## src/rtl/serial_adder_pkg.sv

```systemverilog
// serial_adder_pkg: FSM state type and WIDTH legal range for serial_adder.
package serial_adder_pkg;
  localparam int WIDTH_MIN = 1;
  localparam int WIDTH_MAX = 64;
  typedef enum logic [1:0] {IDLE, RUN, DONE} state_e;
endpackage

```

## src/rtl/serial_adder_full_adder.sv

```systemverilog
// full_adder: single-bit combinational full adder used by serial_adder.
module full_adder (
  input  logic a,
  input  logic b,
  input  logic cin,
  output logic sum,
  output logic carry
);
  assign sum   = a ^ b ^ cin;
  assign carry = (a & b) | (cin & (a ^ b));
endmodule

```

## src/rtl/serial_adder.sv

```systemverilog
// serial_adder: bit-serial adder, one bit per cycle LSB first; SERIAL_ADDER_OVF_EN adds a signed overflow output.
module serial_adder
  import serial_adder_pkg::*;
#(
  parameter int WIDTH = 8
) (
  input  logic             clk,
  input  logic             rst_n,
  input  logic             start,
  input  logic [WIDTH-1:0] a,
  input  logic [WIDTH-1:0] b,
  input  logic             cin,
  output logic             busy,
  output logic             done,
  output logic [WIDTH-1:0] sum,
`ifdef SERIAL_ADDER_OVF_EN
  output logic             overflow,
`endif
  output logic             cout
);
  localparam int CW = WIDTH > 1 ? $clog2(WIDTH) : 1;
  if (WIDTH < WIDTH_MIN || WIDTH > WIDTH_MAX) begin : g_bad_width
    $error("serial_adder: WIDTH out of range");
  end
  state_e state_q, state_d;
  logic [WIDTH-1:0] a_q, a_d, b_q, b_d, ps_q, ps_d, sum_q, sum_d;
  logic [CW-1:0] cnt_q, cnt_d;
  logic c_q, c_d, cout_q, cout_d, fa_s, fa_c, take, run, last;
  full_adder u_fa (.a(a_q[0]), .b(b_q[0]), .cin(c_q), .sum(fa_s), .carry(fa_c));
  assign run  = state_q == RUN;
  assign take = start && !run;
  assign last = run && cnt_q == CW'(WIDTH - 1);
  // result bits enter at the MSB so after WIDTH shifts the LSB sits at bit 0
  always_comb begin
    state_d = take ? RUN : (run ? (last ? DONE : RUN) : IDLE);
    a_d     = take ? a : (run ? a_q >> 1 : a_q);
    b_d     = take ? b : (run ? b_q >> 1 : b_q);
    c_d     = take ? cin : (run ? fa_c : c_q);
    cnt_d   = take ? '0 : (run ? cnt_q + 1'b1 : cnt_q);
    ps_d    = take ? '0 : (run ? (ps_q >> 1) | (WIDTH'(fa_s) << (WIDTH - 1)) : ps_q);
    sum_d   = last ? ps_d : sum_q;
    cout_d  = last ? fa_c : cout_q;
  end
  always_ff @(posedge clk) begin
    if (!rst_n) begin
      state_q <= IDLE;
      a_q     <= '0;
      b_q     <= '0;
      c_q     <= 1'b0;
      cnt_q   <= '0;
      ps_q    <= '0;
      sum_q   <= '0;
      cout_q  <= 1'b0;
    end else begin
      state_q <= state_d;
      a_q     <= a_d;
      b_q     <= b_d;
      c_q     <= c_d;
      cnt_q   <= cnt_d;
      ps_q    <= ps_d;
      sum_q   <= sum_d;
      cout_q  <= cout_d;
    end
  end
`ifdef SERIAL_ADDER_OVF_EN
  logic ovf_q;
  // c_q during the last RUN cycle is the carry into the MSB
  always_ff @(posedge clk) begin
    if (!rst_n) ovf_q <= 1'b0;
    else if (last) ovf_q <= c_q ^ fa_c;
  end
  assign overflow = ovf_q;
`endif
  assign busy = run;
  assign done = state_q == DONE;
  assign sum  = sum_q;
  assign cout = cout_q;
endmodule

```

## config.mk

```make
export PLATFORM = sky130hd
export DESIGN_NAME = serial_adder
export DESIGN_NICKNAME = d
export VERILOG_FILES = /design/src/rtl/serial_adder_pkg.sv /design/src/rtl/serial_adder_full_adder.sv /design/src/rtl/serial_adder.sv
export SDC_FILE = /design/constraint.sdc
export NUM_CORES = 1
export LEC_CHECK = 0
export ABC_AREA = 1
export BUFFER_PORTS_ARGS = -buffer_cell sky130_fd_sc_hd__buf_2
export CORE_MARGIN = 8
export CORE_UTILIZATION = 49
export DETAILED_ROUTE_END_ITERATION = 12
export HOLD_SLACK_MARGIN = 0.08
export PLACE_DENSITY = 0.74
export SLEW_MARGIN = 10
export SYNTH_ARGS = -nofsm -noshare
export SYNTH_HDL_FRONTEND = slang
export SYNTH_SLANG_ARGS = --single-unit
```

## constraint.sdc

```tcl
create_clock -name clk -period 1.1 [get_ports clk]
set_input_delay 0.165 -clock clk [delete_from_list [all_inputs] [get_ports clk]]
set_output_delay 0.165 -clock clk [all_outputs]
set_load 0.005 [all_outputs]
```

* Word level (Yosys, flattened, before mapping) *
Index checks and enable logic that the tools add are counted.
W data, S select, Z words.

storage, ports and cells
  bits in registers = 39
  input port bits = 20
  output and inout bits = 11
  word-level logic and storage cells = 38

operators by class
  add/sub/neg operators = 1
  equal/unequal tests = 3
  multiplexer cells = 11
  bitwise gates (word level) = 8
  reductions and logical operators = 6

operators by type and width
  operator               number
  $mux W8                6
  $or A7 B8 Y8           1
  $mux W1                4
  $add A3 B1 Y3 const B  1
  $eq A3 B3 Y1 const B   1
  $reduce_or A3 Y1       1
  $and A1 B1 Y1          2
  $eq A2 B1 Y1 const B   1
  $eq A2 B2 Y1 const B   1
  $logic_and A1 B1 Y1    2
  $mux W2                1
  $not A1 Y1             2
  $reduce_bool A2 Y1     1
  $reduce_or A2 Y1       1
  $xor A1 B1 Y1          2
  $logic_not A1 Y1       1
  $or A1 B1 Y1           1

* Logic depth before layout (Yosys ltp) *
Gate-level depths: netlist of the first run.

  depth in word-level cells = 5
  depth in mapped cells = 8
  depth with buffers taken out = 7

* Modules after synthesis *
A second synthesis of the first run with hierarchy kept.

unflattened totals
  cell total of the unflattened synthesis = 233
  area, all modules = 1677.9 um^2

by module, submodules not included
  module        times used  cells an instance  area each (um^2)  seq. area each (um^2)
  serial_adder  1           232                1657.8            780.7
  full_adder    1           1                  20.0              0.0

* Worst setup path before layout of the first run *
OpenSTA, ideal clock, no wires.

  path type = reg2reg
  start point = reg cnt_q[0]
  end point = reg cout_q, in the netlist cout
  setup time = 0.058 ns
  arrival = 1.058 ns
  data required time = 1.042 ns
  setup slack = -0.016 ns
  cell stages (with the launch flop) = 8
  buffers on the path = 0
  clock period less this slack = 1.116 ns
  path through = dfxtp_1 -> ha_1 -> ha_1 -> nand2_1 -> nand2_1 -> inv_2 -> nand2_1 -> nand2_1

on the way
  cells in the longest elaborated chain, start to end = 2

ends and longest elaborated chain
  what                      RTL line            text
  start: declaration        serial_adder.sv:27  logic [CW-1:0] cnt_q, cnt_d;
  start signal: assignment  serial_adder.sv:59  cnt_q <= cnt_d;
  $eq A3 B3 Y1              serial_adder.sv:32  assign last = run && cnt_q == CW'(WIDTH - 1);
  $logic_and A1 B1 Y1       serial_adder.sv:32
  end signal: assignment    serial_adder.sv:62  cout_q <= cout_d;
  end: declaration          serial_adder.sv:28  logic c_q, c_d, cout_q, cout_d, fa_s, fa_c, take, run, last;

No other way between the ends.
A chain may end at the register's enable or synchronous reset.

* Worst setup path in the final report of the first run *
  start point = reg state_q[0]
  end point = reg a_q[7]

on the way
  cells in the longest elaborated chain, start to end = 4
  elaborated cells on any way between the ends = 5
  those cells by class = eq/ne (1); mux (1); reduce/logical (3)

ends and longest elaborated chain
  what                                                  RTL line            text
  start: declaration                                    serial_adder.sv:25  state_e state_q, state_d;
  start signal: assignment                              serial_adder.sv:55  state_q <= state_d;
  $eq A2 B1 Y1 (*)                                      serial_adder.sv:30  assign run = state_q == RUN;
  $logic_not A1 Y1                                      serial_adder.sv:31  assign take = start && !run;
  $logic_and A1 B1 Y1                                   serial_adder.sv:31
  $mux W8 / $reduce_bool A2 Y1 (equally long branches)  -
  end signal: assignment                                serial_adder.sv:47  a_q <= '0;
  end signal: assignment                                serial_adder.sv:56  a_q <= a_d;
  end: declaration                                      serial_adder.sv:26  logic [WIDTH-1:0] a_q, a_d, b_q, b_d, ps_q, ps_d, sum_q, sum_d;

Mark *: on every way between the ends. The rest lies on a longest branch, timed or not.

==> metrics.txt, run 1 <==
outcome finished with violations; failing checks negative setup slack; clk sink count 39; Final Hold Viols 0; vias in the first global route between 1000 and 1500; top cell type's share of synthesized area between 40% and 50%; most instantiated cells after synthesis nand2_1, nand3_1, dfxtp_1; WL/cell roughly 13 um; leading area contributor after synthesis dfxtp_1; DP Wirelength about 2600 um; DRT Wirelength roughly 4300 um; Antenna Nets Post-Route 0; # rows 21; Post-synth EDFFs 0; Setup WS pre-CTS -64.03 ps; delay-heaviest family, CP buffers and inverters; Yosys warning count 0; most used cell, CP nor2_4; CP Cell Sequence inv_2 > nor2_4 > buf_12 > buf_4 > clkbuf_16 > nor2_4 > nand2_1 > a21oi_1; die area ~0.0056 sq mm; Crit Path Max Fanout 5; clk_skew 13.42 ps; Fmax achieved between 0.7 and 0.8 GHz; crit path time final 1255 ps; Root Buffer clkbuf_4; first-pass GRT wire length around 6500 um; period utilization 114.1%; average size of a mapped cell 7.244 sq um; Peak supply drop 0.7497 mV; worst hold-check path type input pin to register; Die Wd 74.69 um; die height 74.69 um; DR vias/cell 4.933; max_slew headroom 85.16%; GP Congestion 0.7713; I/O Buffers 30; asr flop ratio synth 0%; post-synthesis register bit count 39; vias 1623; grt total ovfl 0; worst slew pin tran 222.6 ps; top-count cell post-synth nand2_1; CP Buf/Inv Count 4; Main synth FF type dfxtp_1; WHS 95.65 ps; layout net count 305; # H-tree levels 2; pin count of the biggest net entering global routing 22; Critical Path RT roughly 1400 ps; initial core utilization 50.98%; share of cells above drive strength 1 37.10%; startpoint types register; Total Power 2.697 mW; Crit Path Category register to register; Worst setup EP type register; cts bufs inserted 5; RSZ-0062 raised after global routing true; Final setup viols 29; # fillers 281; Cell Pwr Density 1134 mW/mm^2; Reg clk slew, reported paths 120 ps; sequential-to-total area share from yosys stat 46.26%; Post-Synthesis Cell Area 0.001688 sq mm; Distinct cells, synth 19; CP peak stage delay 340 ps; non-filler instance count after layout ~330; number of DRC markers in iteration 0 93; maxcap violations 0; synthesized instance count 233; syn nets 256; final worst slack -155.0 ps; IO Count 31; # diodes 0; Core Box Area 0.003311 sq mm; CTS tree built; Clock Latency Late Sink approximately 350 ps; detailed-route DRC error count 0; placed cells 307; Leak about 1.2 nW; gr usage total 15.11%; Arrival @ worst endpoint 1540 ps; Pre-antenna DRT Iters 4; top cells by area, synth dfxtp_1, nand2_1, nand3_1, inv_1, a21oi_1; Final Max Tran Viols 0; Crit-path slowest cell dfxtp_2; Layout Area Growth over Synthesis 40.92%; initial antenna violation count 0; deepest clock path buffer count 2
[worst paths after layout]
| kind | start | slack, ps | endpoint | cells past startpoint |
|---|---|---|---|---|
| setup / recovery | state_q[0] | -150 | a_q[7] | 8 |
| hold / removal | b[7] | 100 | b_q[7] | 3 |
| hold reg to reg | sum[6] | 450 | sum[6] | 2 |
| setup reg to reg | state_q[0] | -150 | a_q[7] | 8 |
[sequential cells by signal, indices dropped and copies added, names as in the netlist]
register	flops
a_q	8
b_q	8
c_q	1
cnt_q	3
cout	1
ps_q	8
state_q	2
sum	8
[worst min-delay path, stage by stage]
cell     delay, ps
buf_2          100
nand3_1         70
a21oi_1         60
[metal layers]
metal | part of all wire, % | global-route usage [%] | routed length, um | vias to the layer above
met1 | 43 | 18.03 | 1870 | 740
met2 | 51 | 24.88 | 2189 | 36
met3 | 4.9 | 4.794 | 210 | 6
li1 | - | - | - | 841
met4 | 1.2 | 5.217 | 52 | 0
met5 | 0 | 0 | 0 | -
[cells by family after synthesis]
kind of cell / synth area share (%)
adder cells (fa/ha/maj): 2.668
AO/OA/AOI/OAI: 3.855
AND/OR/NAND/NOR: 36.62
flip-flops: 46.26
buffers and inverters: 10.08
XOR/XNOR: 0.5190
[report_power, final]
| part | total, mW | switching, mW | internal (mW) | leakage (nW) |
|---|---|---|---|---|
| sequential | 1.49 | 0.0286 | 1.46 | 0.320 |
| combinational | 0.477 | 0.238 | 0.239 | 0.870 |
| clock | 0.732 | 0.485 | 0.247 | 0.0282 |
[layout by cell type, fill, tap and decap left out]
cell type,instances
nand2_2,12
nand3_2,8
ha_2,1
o21ai_4,1
clkbuf_1,1
inv_1,17
clkinv_2,1
nor2_1,3
nor2_4,4
a21oi_2,4
dfxtp_1,33
inv_4,1
clkbuf_16,3
buf_4,13
nand2_1,67
nand3_1,47
inv_2,2
clkbuf_4,5
ha_4,1
nand2_8,3
fa_2,1
a21oi_1,8
buf_6,2
buf_12,4
buf_8,1
buf_2,29
xor2_1,1
dfxtp_2,6
clkinvlp_4,2
dlygate4sd3_1,1
buf_16,1
[what timing repair did]
| item | in CTS | in global routing |
|---|---|---|
| hold buffers | 1 | 0 |
| endpoints found under the hold margin | 1 | 0 |
| resized for setup | 19 | 40 |
| buffers inserted | 4 | 4 |
| pin swaps | 9 | 13 |
| endpoints found under the setup margin | 26 | 39 |
| cloned | 3 | 3 |
[final cells by class]
| class | count | area, sq um | share of cell area [%] |
|---|---|---|---|
| Timing Repair inverter | 1 | 7.507 | 0.3156 |
| Inverter | 20 | 77.57 | 3.261 |
| Clock inverter | 2 | 12.51 | 0.5260 |
| Multi-Input combinational cell | 161 | 920.9 | 38.72 |
| Clock buffer | 6 | 41.29 | 1.736 |
| Timing Repair Buffer | 54 | 473.0 | 19.88 |
| Sequential cell | 39 | 788.3 | 33.14 |
| Tap cell | 46 | 57.56 | 2.420 |
[through the flow]
stage               setup TNS [ps]  utilization [%]  instance area, sq um
finish                       -2048            71.84                  2379
global route                 -4412            71.84                  2379
CTS                          -2340            64.21                  2126
floorplan                        0                -                  1690
global placement            -386.0            58.31                  1931
detailed placement          -616.6            58.31                  1931
(Power assumes the default switching activity.)
==> run 2, diff against run 1 <==
CORE_ASPECT_RATIO = 0.7   (was not set)
SLEW_MARGIN = 20   (was 10)
==> run 2 against run 1 <==
Against the previous run: the flow still finishes with violations (negative setup slack); cell area fell by 3.8%; setup slack gained 83 ps; maximum frequency up 7.0%; die area grew 0.54%; global-route usage decreased by 0.39 points; wire length is 5.5% lower; power up 9.6%.
==> metrics.txt, run 2 (synthesis gave the netlist of run 1 again) <==
die area 0.005609 sq mm (+0.54%); share of cells above drive strength 1 31.79% (-5.3 points); Leak 1.172 nW (-3.8%); most frequent cells in the layout nand2_1, nand3_1, dfxtp_1, buf_2, inv_1; Root Buffer clkbuf_8; Setup WS pre-CTS -69.89 ps (-5.864 ps); Arrival @ worst endpoint 1370 ps (-170 ps); internal power 2.225 mW (+14%); final worst slack -72.35 ps (+82.61 ps); initial core utilization 52.55% (+1.6 points); DRT Wirelength 4084 um (-5.5%); clk_skew 1.760 ps (-11.66 ps); cts bufs inserted 5 (unchanged); area of the multi-input gates 852.1 sq um (-7.5%); Comb power frac 13.9% (-3.8 points); worst hold-check path type input pin to register; number of DRC markers in iteration 0 89 (-4.3%); met3 wire length 250 um (+19%); DP Wirelength 2552 um (-0.70%); WL/cell 12.49 um (-4.9%); GP Congestion 0.7279 (-5.6%); worst slew pin tran 220.5 ps (-2.115 ps); crit path time final 1172 ps (-82.61 ps); Critical Path RT 1290 ps (-100 ps); DR vias/cell 4.893 (-0.81%); setup TNS -352.6 ps (+1695 ps); outcome finished with violations; I/O Buffers 30 (unchanged); Clock Latency Late Sink 290 ps (-60 ps); RSZ-0062 raised after global routing true; Final Core Density 71.25% (-0.59 points); Max Used Layer met4; Layout Area Growth over Synthesis 35.58%; clk sink count 39 (unchanged); Peak supply drop 0.8772 mV (+17%); Core Box Area 0.003212 sq mm (-3.0%); # rows 17 (-19%); layout net count 302 (-0.98%); Psw 731.1 uW (-2.7%); placed cells 313 (+2.0%); period utilization 106.6% (-7.5 points); pin count of the biggest net entering global routing 30 (+36%); vias 1600 (-1.4%); Net Sw Frac 24.73% (-3.1 points); commonest non-fill, non-tap cell in the layout nand2_1; first-pass GRT wire length 6492 um (about the same); vias in the first global route 1433 (-0.42%); detailed-route DRC error count 0 (unchanged); # fillers 250 (-11%); Reg clk slew, reported paths 70 ps (-50 ps); IO Count 31 (unchanged); Worst setup EP type register; startpoint types register; CTS tree built; Pre-antenna DRT Iters 4 (unchanged); grt total ovfl 0 (unchanged); die height 65.11 um (-13%); Final Max Tran Viols 0 (unchanged); Antenna Nets Post-Route 0 (unchanged); initial antenna violation count 0 (unchanged); failing checks negative setup slack; register area 790.8 sq um (+0.32%); Fmax achieved 0.8530 GHz (+7.0%); Die Wd 86.15 um (+15%); clock network power share 35.9% (+8.8 points); maxcap violations 0 (unchanged); Final setup viols 11 (-62%); Crit Path Category register to register; max_slew headroom 85.29% (+0.12 points); deepest clock path buffer count 2 (unchanged); non-filler instance count after layout 327 (-0.61%); WL met2 1703 um (-22%); WHS 134.7 ps (+39.07 ps); # H-tree levels 2 (unchanged); gr usage total 14.72% (-0.39 points); Final Hold Viols 0 (unchanged); Crit Path Max Fanout 4 (-1); Cell Pwr Density 1292 mW/mm^2 (+14%); dpl cell area 0.001944 sq mm (+0.71%); Seq pwr share 50.2% (-5.0 points); # diodes 0 (unchanged); Met1 Routed Length 2059 um (+10%); final instance area 0.002288 sq mm (-3.8%); Total Power 2.956 mW (+9.6%)
run 2: cell count changes in the layout (fill, tap and decap cells not counted), sizes merged:
| cell | previous run | this run |
|---|---|---|
| clkinv | 1 | 0 |
| dlygate4sd3 | 1 | 0 |
| buf | 50 | 49 |
| clkinvlp | 2 | 1 |
| clkbuf | 9 | 10 |
run 2: critical path: stages, from the launching register on:
cell        delay, ps
dfxtp_2           350
ha_4              140
ha_4              130
nand2_4            80
nand2_4           110
clkinvlp_4        140
nand2_1            70
nand2_1            50
run 2: final timing paths:
kind            start      to  slack (ps)  depth (start not counted)
max          cnt_q[0]  sum[7]         -70                          7
min              b[7]  b_q[7]         130                          3
max reg2reg  cnt_q[0]  sum[7]         -70                          7
min reg2reg    sum[2]  sum[2]         440                          2
run 2: layout make-up:
| cell class | count | area share [%] |
|---|---|---|
| Clock buffer | 8 | 4.374 |
| Inverter | 20 | 3.609 |
| Multi-Input combinational cell | 161 | 37.23 |
| Sequential cell | 39 | 34.55 |
| Tap cell | 47 | 2.570 |
| Timing Repair Buffer | 51 | 17.33 |
| Timing Repair inverter | 1 | 0.3280 |
run 2: power groups by stage:
stage / Clock [mW] / Sequential, mW / Combinational [mW]
after floorplan: 0 / 1.51 / 0.207
after global placement: 0 / 1.51 / 0.311
after detailed placement: 0 / 1.52 / 0.314
after CTS: 1.10 / 1.49 / 0.350
after global routing: 1.16 / 1.49 / 0.446
final: 1.06 / 1.49 / 0.410
run 2: what timing repair did:
action	in CTS	in global routing
buffers inserted	2	0
gates cloned	2	2
hold buffers	0	0
pin swaps	5	8
resized for setup	24	25
endpoints found under the setup margin	30	39
run 2: layer usage:
layer,GRT usage [%],vias to the layer above
li1,-,832
met1,18.76,715
met2,20.86,46
met3,6.203,7
met4,7.174,0
met5,0,-
